<file path="config.mk">
export PLATFORM = sky130hd
export DESIGN_NAME = taxi_led_ctrl
export DESIGN_NICKNAME = d
export VERILOG_FILES = /design/src/rtl/taxi_led_ctrl.sv
export SDC_FILE = /design/constraint.sdc
export NUM_CORES = 1
export LEC_CHECK = 0
export CAP_MARGIN = 10
export CORE_UTILIZATION = 63
export CTS_CLUSTER_SIZE = 25
export DETAILED_ROUTE_END_ITERATION = 16
export HOLD_SLACK_MARGIN = 0.12
export PLACE_DENSITY = 0.81
export RECOVER_POWER = 25
export SYNTH_ARGS = -nofsm -noshare
export SYNTH_HDL_FRONTEND = slang
export SYNTH_SLANG_ARGS = --single-unit
</file>
<file path="constraint.sdc">
create_clock -name clk -period 2.5 [get_ports clk]
set_input_delay 0.75 -clock clk [delete_from_list [all_inputs] [get_ports clk]]
set_output_delay 0.75 -clock clk [all_outputs]
set_load 0.005 [all_outputs]
</file>
<file path="src/rtl/taxi_led_ctrl.sv">
// Front-panel LED controller: per-channel link/activity/fault LEDs plus a shared
// board heartbeat. All outputs are registered and hold the physical pin level.
module taxi_led_ctrl #(
  parameter int CNT            = 2,
  parameter int HB_COUNT       = 62500000,
  parameter int ACT_COUNT      = 6250000,
  parameter int SYNC_STAGES    = 2,
  parameter bit LED_ACTIVE_LOW = 1'b1
) (
  input  logic           clk,
  input  logic           rst_n,
  input  logic           hb_en,
  input  logic [CNT-1:0] link_up,
  input  logic [CNT-1:0] fault,
  input  logic [CNT-1:0] act_pulse,
  output logic [CNT-1:0] led_link,
  output logic           led_hb,
  output logic           led_fault_any
);

  localparam int HB_W  = (HB_COUNT > 1) ? $clog2(HB_COUNT) : 1;
  localparam int ACT_W = (ACT_COUNT > 1) ? $clog2(ACT_COUNT) : 1;

  localparam logic [HB_W-1:0]  HB_RELOAD  = HB_W'(HB_COUNT - 1);
  localparam logic [ACT_W-1:0] ACT_RELOAD = ACT_W'(ACT_COUNT - 1);
  localparam logic [HB_W-1:0]  HB_ONE     = HB_W'(1);
  localparam logic [ACT_W-1:0] ACT_ONE    = ACT_W'(1);

  localparam logic PIN_LIT   = ~LED_ACTIVE_LOW;
  localparam logic PIN_UNLIT = LED_ACTIVE_LOW;

  typedef enum logic [2:0] {
    ST_DOWN    = 3'd0,
    ST_IDLE    = 3'd1,
    ST_ACT_OFF = 3'd2,
    ST_ACT_ON  = 3'd3,
    ST_FAULT   = 3'd4
  } state_t;

  // Heartbeat: the output flop itself carries the blink phase.
  logic [HB_W-1:0] hb_cnt_q;
  logic            led_hb_q;

  always_ff @(posedge clk or negedge rst_n) begin
    if (!rst_n) begin
      hb_cnt_q <= HB_RELOAD;
      led_hb_q <= PIN_UNLIT;
    end else if (!hb_en) begin
      hb_cnt_q <= HB_RELOAD;
      led_hb_q <= PIN_UNLIT;
    end else if (hb_cnt_q == '0) begin
      hb_cnt_q <= HB_RELOAD;
      led_hb_q <= ~led_hb_q;
    end else begin
      hb_cnt_q <= hb_cnt_q - HB_ONE;
    end
  end

  assign led_hb = led_hb_q;

  logic [CNT-1:0] fault_s_vec;
  logic           fault_any_d;
  logic           fault_any_q;

  assign fault_any_d = (|fault_s_vec) ? PIN_LIT : PIN_UNLIT;

  always_ff @(posedge clk or negedge rst_n) begin
    if (!rst_n) begin
      fault_any_q <= PIN_UNLIT;
    end else begin
      fault_any_q <= fault_any_d;
    end
  end

  assign led_fault_any = fault_any_q;

  genvar gi;
  generate
    for (gi = 0; gi < CNT; gi++) begin : g_ch
      logic [SYNC_STAGES-1:0] link_sync_q;
      logic [SYNC_STAGES-1:0] fault_sync_q;
      logic                   link_s;
      logic                   fault_s;
      state_t                 state_q;
      logic [ACT_W-1:0]       cnt_q;
      logic                   pend_q;
      logic                   led_q;

      always_ff @(posedge clk or negedge rst_n) begin
        if (!rst_n) begin
          link_sync_q  <= '0;
          fault_sync_q <= '0;
        end else begin
          link_sync_q  <= {link_sync_q[SYNC_STAGES-2:0], link_up[gi]};
          fault_sync_q <= {fault_sync_q[SYNC_STAGES-2:0], fault[gi]};
        end
      end

      assign link_s          = link_sync_q[SYNC_STAGES-1];
      assign fault_s         = fault_sync_q[SYNC_STAGES-1];
      assign fault_s_vec[gi] = fault_s;
      assign led_link[gi]    = led_q;

      always_ff @(posedge clk or negedge rst_n) begin
        if (!rst_n) begin
          state_q <= ST_DOWN;
          cnt_q   <= '0;
          pend_q  <= 1'b0;
          led_q   <= PIN_UNLIT;
        end else if (fault_s) begin
          pend_q <= 1'b0;
          if (state_q != ST_FAULT) begin
            // Fault blink always starts in the lit half.
            state_q <= ST_FAULT;
            cnt_q   <= ACT_RELOAD;
            led_q   <= PIN_LIT;
          end else if (cnt_q == '0) begin
            cnt_q <= ACT_RELOAD;
            led_q <= ~led_q;
          end else begin
            cnt_q <= cnt_q - ACT_ONE;
          end
        end else begin
          case (state_q)
            ST_DOWN: begin
              if (link_s) begin
                state_q <= ST_IDLE;
                led_q   <= PIN_LIT;
              end else begin
                led_q <= PIN_UNLIT;
              end
            end
            ST_FAULT: begin
              cnt_q  <= '0;
              pend_q <= 1'b0;
              if (link_s) begin
                state_q <= ST_IDLE;
                led_q   <= PIN_LIT;
              end else begin
                state_q <= ST_DOWN;
                led_q   <= PIN_UNLIT;
              end
            end
            ST_IDLE, ST_ACT_OFF, ST_ACT_ON: begin
              if (!link_s) begin
                state_q <= ST_DOWN;
                cnt_q   <= '0;
                pend_q  <= 1'b0;
                led_q   <= PIN_UNLIT;
              end else if (state_q == ST_IDLE) begin
                if (act_pulse[gi]) begin
                  state_q <= ST_ACT_OFF;
                  cnt_q   <= ACT_RELOAD;
                  led_q   <= PIN_UNLIT;
                end
              end else if (state_q == ST_ACT_OFF) begin
                // A pulse on the expiry clock still counts toward the next cycle.
                pend_q <= pend_q | act_pulse[gi];
                if (cnt_q == '0) begin
                  state_q <= ST_ACT_ON;
                  cnt_q   <= ACT_RELOAD;
                  led_q   <= PIN_LIT;
                end else begin
                  cnt_q <= cnt_q - ACT_ONE;
                end
              end else begin
                if (cnt_q == '0) begin
                  if (pend_q || act_pulse[gi]) begin
                    state_q <= ST_ACT_OFF;
                    cnt_q   <= ACT_RELOAD;
                    pend_q  <= 1'b0;
                    led_q   <= PIN_UNLIT;
                  end else begin
                    state_q <= ST_IDLE;
                  end
                end else begin
                  cnt_q  <= cnt_q - ACT_ONE;
                  pend_q <= pend_q | act_pulse[gi];
                end
              end
            end
            default: begin
              state_q <= ST_DOWN;
              cnt_q   <= '0;
              pend_q  <= 1'b0;
              led_q   <= PIN_UNLIT;
            end
          endcase
        end
      end
    end
  endgenerate

endmodule

</file>
# Word-level counts from Yosys, hierarchy flattened

Index checks and enable logic that the tools add are counted.

Add/sub/neg operators: 3
Equal/unequal tests: 31
Multiplexer cells: 87
Bitwise logic cells: 5
Reduce and logical (&&, ||, !) cells: 20

Operators with widths:

| kind                  | count |
|---|---|
| $mux 23               | 18 |
| $pmux 23 s2           | 2 |
| $mux 3                | 18 |
| $mux 26               | 2 |
| $logic_not 23->1      | 2 |
| $sub 23x1->23 const B | 2 |
| $mux 1                | 39 |
| $logic_not 26->1      | 1 |
| $sub 26x1->26 const B | 1 |
| $ne 6x6->1 const B    | 4 |
| $ne 5x5->1 const B    | 4 |
| $pmux 3 s3            | 2 |
| $reduce_and 4->1      | 4 |
| $ne 7x7->1 const B    | 2 |
| $eq 3x2->1 const B    | 4 |
| $ne 3x3->1 const B    | 4 |
| $reduce_and 3->1      | 4 |
| $ne 4x4->1 const B    | 2 |
| $pmux 1 s2            | 4 |
| $eq 3x1->1 const B    | 2 |
| $eq 3x3->1 const B    | 2 |
| $logic_not 3->1       | 2 |
| $ne 2x1->1 const B    | 3 |
| $ne 3x1->1 const B    | 2 |
| 7 further kinds       | 16 |

Register bits: 92
Bits of input ports: 9
Output and inout port bits: 4
Word-level logic and storage cells: 161

# Logic depth before layout (Yosys ltp)

Gate-level depths: netlist (run 1).

Depth in word-level cells: 8
Mapped depth: 9
Gate-level depth less buffers: 7

# Worst setup path after synthesis (run 1)

OpenSTA, ideal clock, no wires.

Path kind: reg-to-reg
Start: register g_ch[1].cnt_q[0]
End: register g_ch[1].cnt_q[22]
Library setup time: 0.126 ns
Arrival time: 2.139 ns
Data required time: 2.374 ns
Path slack: 0.235 ns
Cell stages (with the launch flop): 9
Buffers on the path: 1
Period minus slack after synthesis: 2.265 ns
Cell sequence: dfrtp_1 -> inv_1 -> ha_1 -> clkbuf_1 -> inv_1 -> or3_1 -> or3_1 -> o21a_1 -> o32a_1

Word-level cells in the longest chain between the ends: 7

Ends and longest elaborated chain:

| element                                                  | line          | source |
|---|---|---|
| start, declared                                          | 85            | `logic [ACT_W-1:0] cnt_q;` |
| start signal, assigned                                   | 121           | `cnt_q <= cnt_q - ACT_ONE;` |
| start signal, assigned                                   | 164           | `cnt_q <= cnt_q - ACT_ONE;` |
| start signal, assigned                                   | 177           | `cnt_q <= cnt_q - ACT_ONE;` |
| $sub 23x1->23 / $logic_not 23->1 (equally long branches) | --            |  |
| $mux 23 (on tied branches)                               | 167, 117, 159 |  |
| $mux 23                                                  | 156           | `end else if (state_q == ST_ACT_OFF) begin` |
| $mux 23                                                  | 150           | `end else if (state_q == ST_IDLE) begin` |
| $mux 23                                                  | 145           | `if (!link_s) begin` |
| $pmux 23 s2                                              | 124           | `case (state_q)` |
| $mux 23                                                  | 110           | `end else if (fault_s) begin` |

Parallel ways exist; a longest one is shown, timed or not.
A chain may end at the register's enable or synchronous reset.

# Worst setup path in the final report (run 1)

Start: input act_pulse[0]
End: register g_ch[0].cnt_q[4]

Word-level cells in the longest chain between the ends: 3

Ends and longest elaborated chain:

| element                               | line | source |
|---|---|---|
| start, declared                       | 15   | `input logic [CNT-1:0] act_pulse,` |
| $logic_or 1x1->1                      | 168  | `if (pend_q \|\| act_pulse[gi]) begin` |
| $ne 7x7->1 (no source line)           | --   |  |
| $reduce_and 3->1 (no source line) (*) | --   |  |
| end signal, assigned                  | 121  |  |
| end signal, assigned                  | 164  |  |
| end signal, assigned                  | 177  |  |
| end, declared                         | 85   |  |

Every way passes the cells marked *; elsewhere a longest branch is shown, timed or not.

==> impl_metrics.csv, run 1 <==
group,metric,value,unit
hold_path,min_path_type,"flop to flop",
placement,placed_cells,829,
routing,first_pass_iters,5,
run_status,status,"completed",
worst_setup_path,path_buf_inv,2,
final_layout,fin_nets,725,
logic_synthesis,yosysSeqAreaShare,38.2,%
routing,wl_per_cell,17.7,microns
hold_path,holdPathStages,0,
routing,antenna_left,0,
cts,cts_sinks,92,
die,io_pins,13,
routing,drt_iter0_drc,392,
worst_setup_path,r2r_end,"g_ch[1].cnt_q[21]",
cts,ctsHoldBuffers,0,
sta,final_max_slew_viol_count,0,
pwr,p_switching,1.46,mW
placement,place_area,6570,sq um
pwr,p_leak,2.59,nW
final_layout,nFillCells,718,
worst_setup_path,critPathArrivalTime,2580,ps
routing,vias_per_cell,6.57,
logic_synthesis,syn_avg_cell_area,8.95,sq um
cts,numCtsBuffers,9,
worst_setup_path,path_delay_family,"simple AND/OR/NAND/NOR gates",
logic_synthesis,synth_top_area_share,29.2,%
logic_synthesis,syn-cell-area,6090,sq um
routing,routed-via-count,5551,
die,rows,35,
pwr,p_sw_share,37.2,%
final_layout,design_area,6770,sq um
logic_synthesis,synth_area_leaders,"dfrtp_1 29%, dfstp_2 9.1%, nor2_1 4.0%",
logic_synthesis,synth_ff_type,"dfrtp_1",
final_layout,diodes,0,
sta,finalHoldViolations,0,
final_layout,fin_cells,845,
cts,cts_tree,"done",
run,cap_violations,0,
sta,finalSetupViolations,0,
logic_synthesis,synthArstFlopShare,100,%
cts,cts-root-buf,"clkbuf_8",
sta,fmax,426,MHz
worst_setup_path,r2r_slack,160,ps
cts,clk_pin_slew,110,ps
pwr,p_seq_share,46.1,%
hold_path,worstHoldStart,"g_ch[0].fault_sync_q[0]",
sta,worst_pin_slew,918,ps
pwr,p_per_area,580,nW/um^2
worst_setup_path,worstSetupPathType,"primary input to flop",
worst_setup_path,r2r-start,"g_ch[1].cnt_q[5]",
sta,fin_skew,17.7,ps
die,dieArea,10100,sq um
placement,port_buffers,12,
worst_setup_path,cp.required,2730,ps
die,core_area,9280,sq um
final_layout,drive_gt1_share,19.7,%
grt,antenna_found_initial,0,
worst_setup_path,worst_r2r_path_depth,6,
logic_synthesis,synth-edff-count,0,
placement,dp_hpwl,10.6,mm
grt,grt_start_max_net_pins,37,
cts,clk-insertion-delay-late,380,ps
final_layout,syn_to_final_growth,11.0,%
pwr,combinationalPowerShare,27.6,%
pwr,cell_internal_pwr,2.46,mW
cts,clock_path_buffers,2,
cts,htreeDepth,3,
die,die_h,100,microns
worst_setup_path,cp-end-kind,"flop",
grt,grt-ovfl-total,0,
die,die_w,100,microns
final_layout,mostFrequentLayoutCell,"dfrtp_1",
logic_synthesis,yosys.area.top_type,"dfrtp_1",
pwr,clockPowerShare,26.3,%
grt,track_usage,31.2,%
worst_setup_path,crit_chain,"clkdlybuf4s50_1, or4_4, or3_1, buf_4, a21oi_1, nor2_1",
grt,first_global_vias,5235,
logic_synthesis,ys_seq_elements,92,
hold_path,hold_end,"g_ch[0].fault_sync_q[1]",
logic_synthesis,ys_warn_count,0,
logic_synthesis,synth_cell_types,73,
routing,drc,0,
sta,rsz0062_at_grt,"false",
logic_synthesis,synth.net_count,695,
logic_synthesis,syn_inst,681,
routing,wirelength,15.0,mm
sta,period_needed,2340,ps
final_layout,layout_common_cells,"71 x dfrtp_1, 65 x nor2_1, 53 x buf_4",
worst_setup_path,critPathMaxFanout,7,
pwr,ir_worst_vdd,0.000378,V
grt,grt_pass1_wl,25.0,mm
worst_setup_path,crit_path_start_kind,"primary input",
sta,slew_headroom,38.8,%
sta,finalCritPeriodShare,93.8,%
placement,place.gp.congestion,0.935,
worst_setup_path,slowest_delay,530,ps
worst_setup_path,cp_slowest_cell,"or4_4",
die,start_util,65.6,%
through the flow:
| step | TNS, ps | setup slack [ps] | utilization [%] | total power, mW | hold slack, ps |
|---|---|---|---|---|---|
| 3_5_place_dp | -4910 | -206 | 70.7 | 2.90 | 336 |
| 2_1_floorplan | 0 | 235 | - | 2.56 | 331 |
| 5_1_grt | 0 | 21.1 | 72.9 | 4.12 | 353 |
| 6_report | 0 | 155 | 72.9 | 3.93 | 359 |
| 4_1_cts | 0 | 79.2 | 72.9 | 3.93 | 235 |
| 3_3_place_gp | -3180 | -160 | 70.7 | 2.84 | 332 |
cell usage after synthesis, drive strengths merged, types with 3 or more instances:
library cell and count:
dfrtp 71, nor2 66, o21ai 50, nor3 42, nand2 39, a21oi 38, clkbuf 26, nor4 24
buf 23, o31ai 23, dfstp 21, xnor2 21, a31oi 20, inv 20, or3 19, nand4 18
nand3 16, xor2 16, o41ai 13, or4 12, a211oi 8, or2 8, nand2b 7, nor3b 7
a41oi 5, ha 5, nor2b 5, o211ai 5, o21a 5, and3 4, mux2 4, a21boi 3
and4 3, mux2i 3, nand4b 3, o31a 3
registers in the layout (all words and copies together), names as in the netlist:
register and count:
g_ch.pend_q 2, g_ch.led_q 2, led_hb 1, g_ch.state_q 6, g_ch.fault_sync_q 4, hb_cnt_q 26, g_ch.cnt_q 46, g_ch.link_sync_q 4
led_fault_any 1
logic make-up (layout without fill, tap and decap cells):
family | after synthesis | after routing | share of synthesized area (%)
AO/OA/AOI/OAI | 190 | 190 | 21.6
XOR/XNOR | 37 | 37 | 5.32
adder cells (fa/ha/maj) | 5 | 5 | 1.03
buffers and inverters | 69 | 104 | 5.60
flip-flops | 92 | 92 | 38.2
multiplexers | 7 | 7 | 1.23
AND/OR/NAND/NOR | 281 | 281 | 27.0
worst max path at each step:
stage	from	end	cells past startpoint
3_5_place_dp	act_pulse[0]	g_ch[0].cnt_q[4]	6
6_report	act_pulse[0]	g_ch[0].cnt_q[4]	6
3_3_place_gp	act_pulse[0]	g_ch[0].cnt_q[4]	6
2_1_floorplan	g_ch[1].cnt_q[0]	g_ch[1].cnt_q[22]	8
5_1_grt	g_ch[0].cnt_q[9]	g_ch[0].cnt_q[17]	5
4_1_cts	g_ch[1].cnt_q[0]	g_ch[1].cnt_q[1]	8
power groups by stage:
stage	sequential, mW	combinational (mW)	clock, mW
2_1_floorplan	1.76	0.800	0
3_3_place_gp	1.82	1.03	0
3_5_place_dp	1.83	1.07	0
4_1_cts	1.80	1.07	1.05
5_1_grt	1.83	1.19	1.10
6_report	1.81	1.08	1.03
per-layer routing:
layer / wire (microns) / track usage [%]
met5: 0 / 0
met3: 916 / 3.20
met1: 6490 / 41.1
met2: 7340 / 53.6
met4: 247 / 11.4
cell type report:
cell class | instances | area [sq um] | area share (%)
Timing Repair Buffer | 68 | 557 | 8.23
Clock buffer | 9 | 124 | 1.83
Tap cell | 129 | 161 | 2.39
Multi-Input combinational cell | 520 | 3440 | 50.9
Clock inverter | 7 | 80.1 | 1.18
Inverter | 20 | 75.1 | 1.11
Sequential cell | 92 | 2330 | 34.4
what timing repair did:
action / 4_1_cts / 5_1_grt
setup buffers: 0 / 0
gates resized for setup: 0 / 3
setup endpoints to repair: 0 / 20
Note: power is estimated with default switching activity, not from simulation.
==> inputs of run 2 (changes only) <==
--- a/config.mk
+++ b/config.mk
@@ -11,7 +11,7 @@
 export DETAILED_ROUTE_END_ITERATION = 16
 export HOLD_SLACK_MARGIN = 0.12
 export PLACE_DENSITY = 0.81
-export RECOVER_POWER = 25
+export SKIP_LAST_GASP = 1
 export SYNTH_ARGS = -nofsm -noshare
 export SYNTH_HDL_FRONTEND = slang
 export SYNTH_SLANG_ARGS = --single-unit
==> run 2 against run 1 <==
  * Utilization rose by 0.20 points
  * Clock skew about the same
  * Clock-buffer cell count unchanged
  * Clock power about the same
  * Register-to-register slack about the same
  * Critical path type is now flop to flop
==> impl_metrics.csv, run 2 (synthesized netlist as in run 1, its figures left out) <==
group,metric,value,unit
cts,cts_sinks,92,
cts,htreeDepth,3,
grt,gr-usage-met1,41.1,%
sta,final_max_slew_viol_count,0,
final_layout,nFillCells,714,
pwr,p_per_area,579,nW/um^2
pwr,design_power_total,3.93,mW
worst_setup_path,critPathArrivalTime,2640,ps
pwr,combinationalPowerShare,27.7,%
routing,routed-via-count,5574,
worst_setup_path,cp.required,2800,ps
sta,setup_ws,157,ps
sta,worst_pin_slew,703,ps
pwr,p_seq_share,46.1,%
grt,grt_pass1_wl,25.0,mm
pwr,p_leak,2.60,nW
cts,cts-root-buf,"clkbuf_8",
placement,port_buffers,12,
routing,wl_per_cell,17.7,microns
sta,finalHoldViolations,0,
placement,dp_hpwl,10.6,mm
grt,antenna_found_initial,0,
routing,antenna_left,0,
sta,period_needed,2340,ps
sta,rsz0062_at_grt,"false",
placement,placed_cells,829,
final_layout,top_register,"g_ch.cnt_q",
grt,track_usage,31.2,%
die,dieArea,10100,sq um
worst_setup_path,crit_path_start_kind,"flop",
final_layout,final_util,73.1,%
final_layout,register_area,2330,sq um
pwr,p_switching,1.46,mW
pwr,cell_internal_pwr,2.47,mW
routing,drt_iter0_drc,392,
die,core_area,9280,sq um
run,cap_violations,0,
cts,clock_path_buffers,2,
cts,ctsHoldBuffers,0,
cts,clk_pin_slew,100,ps
sta,finalSetupViolations,0,
hold_path,min_path_type,"primary input to asynchronous set/reset pin",
die,io_pins,13,
pwr,p_sw_share,37.2,%
worst_setup_path,cp-end-kind,"flop",
die,die_h,100,microns
grt,use_met3,3.20,%
routing,drc,0,
worst_setup_path,r2r_slack,160,ps
worst_setup_path,worstSetupPathType,"flop to flop",
die,rows,35,
final_layout,diodes,0,
routing,wirelength,15.0,mm
grt,grt-ovfl-total,0,
placement,place.gp.congestion,0.935,
cts,cts_tree,"done",
grt,gr-max-usage-layer,"met2",
pwr,clockPowerShare,26.2,%
sta,slew_headroom,52.8,%
final_layout,syn_to_final_growth,11.3,%
final_layout,mostFrequentLayoutCell,"dfrtp_1",
final_layout,fin_cells,845,
grt,met2_usage,53.6,%
routing,first_pass_iters,5,
grt,first_global_vias,5235,
cts,clk-insertion-delay-late,380,ps
sta,fmax,427,MHz
routing,vias_per_cell,6.60,
die,start_util,65.6,%
grt,grt_start_max_net_pins,37,
final_layout,layout_common_cells,"71 x dfrtp_1, 65 x nor2_1, 54 x buf_4",
sta,finalCritPeriodShare,93.7,%
worst_setup_path,critPathMaxFanout,9,
sta,fin_skew,18.2,ps
final_layout,reg_top3,"g_ch.cnt_q: 46 flops, hb_cnt_q: 26 flops, g_ch.state_q: 6 flops",
die,die_w,100,microns
worst_setup_path,worst_r2r_path_depth,6,
pwr,ir_worst_vdd,0.000378,V
final_layout,largest_register_ffs,46,
cts,cts_setup_buffers,0,
cts,numCtsBuffers,9,
run_status,status,"completed",
placement,dp_slack,-206,ps
final_layout,multiInputGateArea,3440,sq um
final_layout,drive_gt1_share,19.8,%
final_layout,fin_nets,725,
-- run 2: power groups by stage --
stage / Clock, mW / Sequential, mW / Combinational, mW
global placement: 0 / 1.82 / 1.03
finish: 1.03 / 1.81 / 1.09
detailed placement: 0 / 1.83 / 1.07
global route: 1.10 / 1.83 / 1.19
CTS: 1.05 / 1.80 / 1.07
floorplan: 0 / 1.76 / 0.800
-- run 2: stage by stage --
stage / setup TNS, ps / area [sq um] / hold slack, ps
final: 0 / 6790 / 235
after global routing: 0 / 6790 / 247
after CTS: 0 / 6770 / 235
after detailed placement: -4910 / 6570 / 336
after global placement: -3180 / 6570 / 332
after floorplan: 0 / 6090 / 331
-- run 2: critical path, cell delays in order (launching register included) --
cell and delay, ps:
dfrtp_1 420, nor4_1 570, buf_4 270, and3_1 240
nand2_1 110, or4b_1 480, a21oi_1 170
-- run 2: routing by layer --
| layer | share of wire, % | vias up |
|---|---|---|
| met5 | 0 | - |
| met4 | 1.5 | 0 |
| met3 | 5.7 | 24 |
| met2 | 49 | 209 |
| met1 | 44 | 2738 |
| li1 | - | 2603 |
-- run 2: area by class of cell --
type                            count  share of cell area [%]
Multi-Input combinational cell    520                    50.7
Timing Repair Buffer               68                    8.48
Clock inverter                      7                    1.18
Clock buffer                        9                    1.83
Inverter                           20                    1.11
Sequential cell                    92                    34.3
Tap cell                          129                    2.38
-- run 2: timing repair --
action | CTS | global route
hold endpoints to repair | 0 | 0
endpoints found under the setup margin | 0 | 20
resized for setup | 0 | 3
-- run 2: path summary, 6_finish.rpt --
path,endpoint,from
max,g_ch[1].cnt_q[21],g_ch[1].cnt_q[5]
min,g_ch[1].cnt_q[0],rst_n
max reg2reg,g_ch[1].cnt_q[21],g_ch[1].cnt_q[5]
min reg2reg,g_ch[0].fault_sync_q[1],g_ch[0].fault_sync_q[0]
max in group asynchronous,hb_cnt_q[13],rst_n
min in group clk,g_ch[0].fault_sync_q[1],g_ch[0].fault_sync_q[0]
==> inputs of run 3 (changes only) <==
--- a/config.mk
+++ b/config.mk
@@ -6,11 +6,13 @@
 export NUM_CORES = 1
 export LEC_CHECK = 0
 export CAP_MARGIN = 10
-export CORE_UTILIZATION = 63
+export CELL_PAD_IN_SITES_DETAIL_PLACEMENT = 1
+export CELL_PAD_IN_SITES_GLOBAL_PLACEMENT = 1
+export CORE_UTILIZATION = 49
 export CTS_CLUSTER_SIZE = 25
 export DETAILED_ROUTE_END_ITERATION = 16
 export HOLD_SLACK_MARGIN = 0.12
-export PLACE_DENSITY = 0.81
+export PLACE_DENSITY_LB_ADDON = 0.1
 export SKIP_LAST_GASP = 1
 export SYNTH_ARGS = -nofsm -noshare
 export SYNTH_HDL_FRONTEND = slang
==> run 3 against run 2 <==
  * Die area up 28%
  * Fmax decreased by 0.62%
  * Cell area up 2.7%
==> impl_metrics.csv, run 3 (synthesized netlist as in run 1, its figures left out) <==
group,metric,value,unit
cts,clock_path_buffers,2,
final_layout,reg_top3,"g_ch.cnt_q: 46 flops, hb_cnt_q: 26 flops, g_ch.state_q: 6 flops",
worst_setup_path,timing.critical_path.from,"g_ch[0].cnt_q[9]",
worst_setup_path,worst-path-stages,5,
worst_setup_path,worstSetupPathType,"flop to flop",
worst_setup_path,crit_chain,"or4_1, nor4_4, a21boi_0, o31ai_1, o41ai_2",
placement,port_buffers,12,
placement,place.gp.congestion,0.877,
grt,grt_start_max_net_pins,38,
cts,cts_tree,"done",
sta,fmax,424,MHz
routing,vias_per_cell,6.29,
sta,finalCritPeriodShare,94.3,%
worst_setup_path,cp-end-kind,"flop",
routing,antenna_left,0,
die,core_area,12100,sq um
hold_path,min_path_type,"flop to flop",
final_layout,drive_gt1_share,20.1,%
run_status,status,"completed",
run,cap_violations,0,
die,rows,40,
routing,drc,0,
sta,rsz0062_at_grt,"false",
placement,dp_slack,-193,ps
final_layout,fin_nets,727,
grt,grt-ovfl-total,0,
routing,first_pass_iters,4,
sta,period_needed,2360,ps
sta,final_max_slew_viol_count,0,
pwr,p_per_area,630,nW/um^2
sta,finalSetupTns,0,ps
final_layout,design_area,6970,sq um
worst_setup_path,path_delay_family,"simple AND/OR/NAND/NOR gates",
sta,worst_pin_slew,664,ps
worst_setup_path,critPathArrivalTime,2590,ps
final_layout,syn_to_final_growth,14.4,%
placement,place_area,6660,sq um
sta,slew_headroom,55.4,%
worst_setup_path,crit_end,"g_ch[0].cnt_q[19]",
grt,antenna_found_initial,0,
routing,routed-via-count,5575,
sta,fin_skew,8.79,ps
cts,numCtsBuffers,9,
worst_setup_path,r2r_end,"g_ch[0].cnt_q[19]",
grt,track_usage,29.5,%
worst_setup_path,r2r-start,"g_ch[0].cnt_q[9]",
final_layout,top_register,"g_ch.cnt_q",
cts,cts_setup_buffers,0,
worst_setup_path,critPathMaxFanout,8,
worst_setup_path,cp.required,2730,ps
final_layout,diodes,0,
sta,setup_ws,142,ps
final_layout,mostFrequentLayoutCell,"dfrtp_1",
worst_setup_path,crit_path_start_kind,"flop",
die,dieArea,12900,sq um
final_layout,layout_common_cells,"71 x dfrtp_1, 63 x nor2_1, 54 x buf_4",
grt,first_global_vias,6036,
sta,finalHoldViolations,0,
final_layout,nFillCells,1425,
cts,cts_sinks,92,
routing,drt_iter0_drc,346,
pwr,p_leak,2.66,nW
cts,clk_pin_slew,70,ps
worst_setup_path,worst_r2r_path_depth,5,
sta,finalSetupViolations,0,
cts,htreeDepth,3,
placement,dp_hpwl,12.5,mm
worst_setup_path,r2r_slack,140,ps
die,die_w,114,microns
routing,wirelength,17.6,mm
die,die_h,114,microns
worst_setup_path,slowest_delay,670,ps
routing,wl_per_cell,19.9,microns
die,io_pins,13,
pwr,ir_worst_vdd,0.000568,V
cts,clk-insertion-delay-late,360,ps
final_layout,largest_register_ffs,46,
final_layout,final_util,57.8,%
die,start_util,50.5,%
worst_setup_path,cp_slowest_cell,"or4_1",
grt,grt_pass1_wl,29.9,mm
worst_setup_path,path_buf_inv,0,
cts,cts-root-buf,"clkbuf_16",
## run 3: cell types whose count changed in the layout (fill, tap and decap cells not counted), sizes merged
cell      before  now
clkbuf         9   11
clkinv         3    4
buf           57   59
clkinvlp       1    0
inv           23   20
bufinv         0    1
## run 3: area by class of cell
type,instances,area [sq um],share of cell area [%]
Inverter,20,75.1,1.08
Clock buffer,11,243,3.48
Multi-Input combinational cell,520,3440,49.3
Tap cell,168,210,3.02
Clock inverter,5,61.3,0.879
Sequential cell,92,2330,33.4
Timing Repair Buffer,70,616,8.83
## run 3: stage by stage
stage	hold slack (ps)	instances	power, mW
finish	352	886	4.39
global route	371	886	4.61
CTS	352	886	4.42
detailed placement	336	870	2.98
global placement	333	870	2.90
floorplan	331	681	2.56
## run 3: how the worst min path moves through the flow
| stage | slack [ps] | from | cells after the start | end |
|---|---|---|---|---|
| after global routing | 370 | g_ch[1].fault_sync_q[0] | 0 | g_ch[1].fault_sync_q[1] |
| final | 350 | g_ch[0].fault_sync_q[0] | 0 | g_ch[0].fault_sync_q[1] |
| after CTS | 350 | g_ch[0].fault_sync_q[0] | 0 | g_ch[0].fault_sync_q[1] |
| after global placement | 330 | g_ch[1].link_sync_q[0] | 0 | g_ch[1].link_sync_q[1] |
| after detailed placement | 340 | g_ch[0].fault_sync_q[0] | 0 | g_ch[0].fault_sync_q[1] |
| after floorplan | 330 | g_ch[0].fault_sync_q[0] | 0 | g_ch[0].fault_sync_q[1] |
## run 3: power by group
part	internal (mW)	switching [mW]	leakage, nW	total [mW]
logic	0.471	0.688	1.39	1.16
clock network	0.807	0.615	0.150	1.42
registers	1.62	0.189	1.12	1.81
total	2.90	1.49	2.66	4.39
## run 3: layer usage
layer,vias up,track usage [%],routed length [microns]
met5,-,0,0
met4,0,9.82,259
met3,19,5.79,556
met2,85,51.7,9110
met1,2859,36.1,7710
li1,2612,-,-
## run 3: what timing repair did
item	4_1_cts	5_1_grt
hold buffers	0	0
gates resized for setup	1	3
hold endpoints to repair	0	0
pin swaps	0	1
setup endpoints to repair	4	25
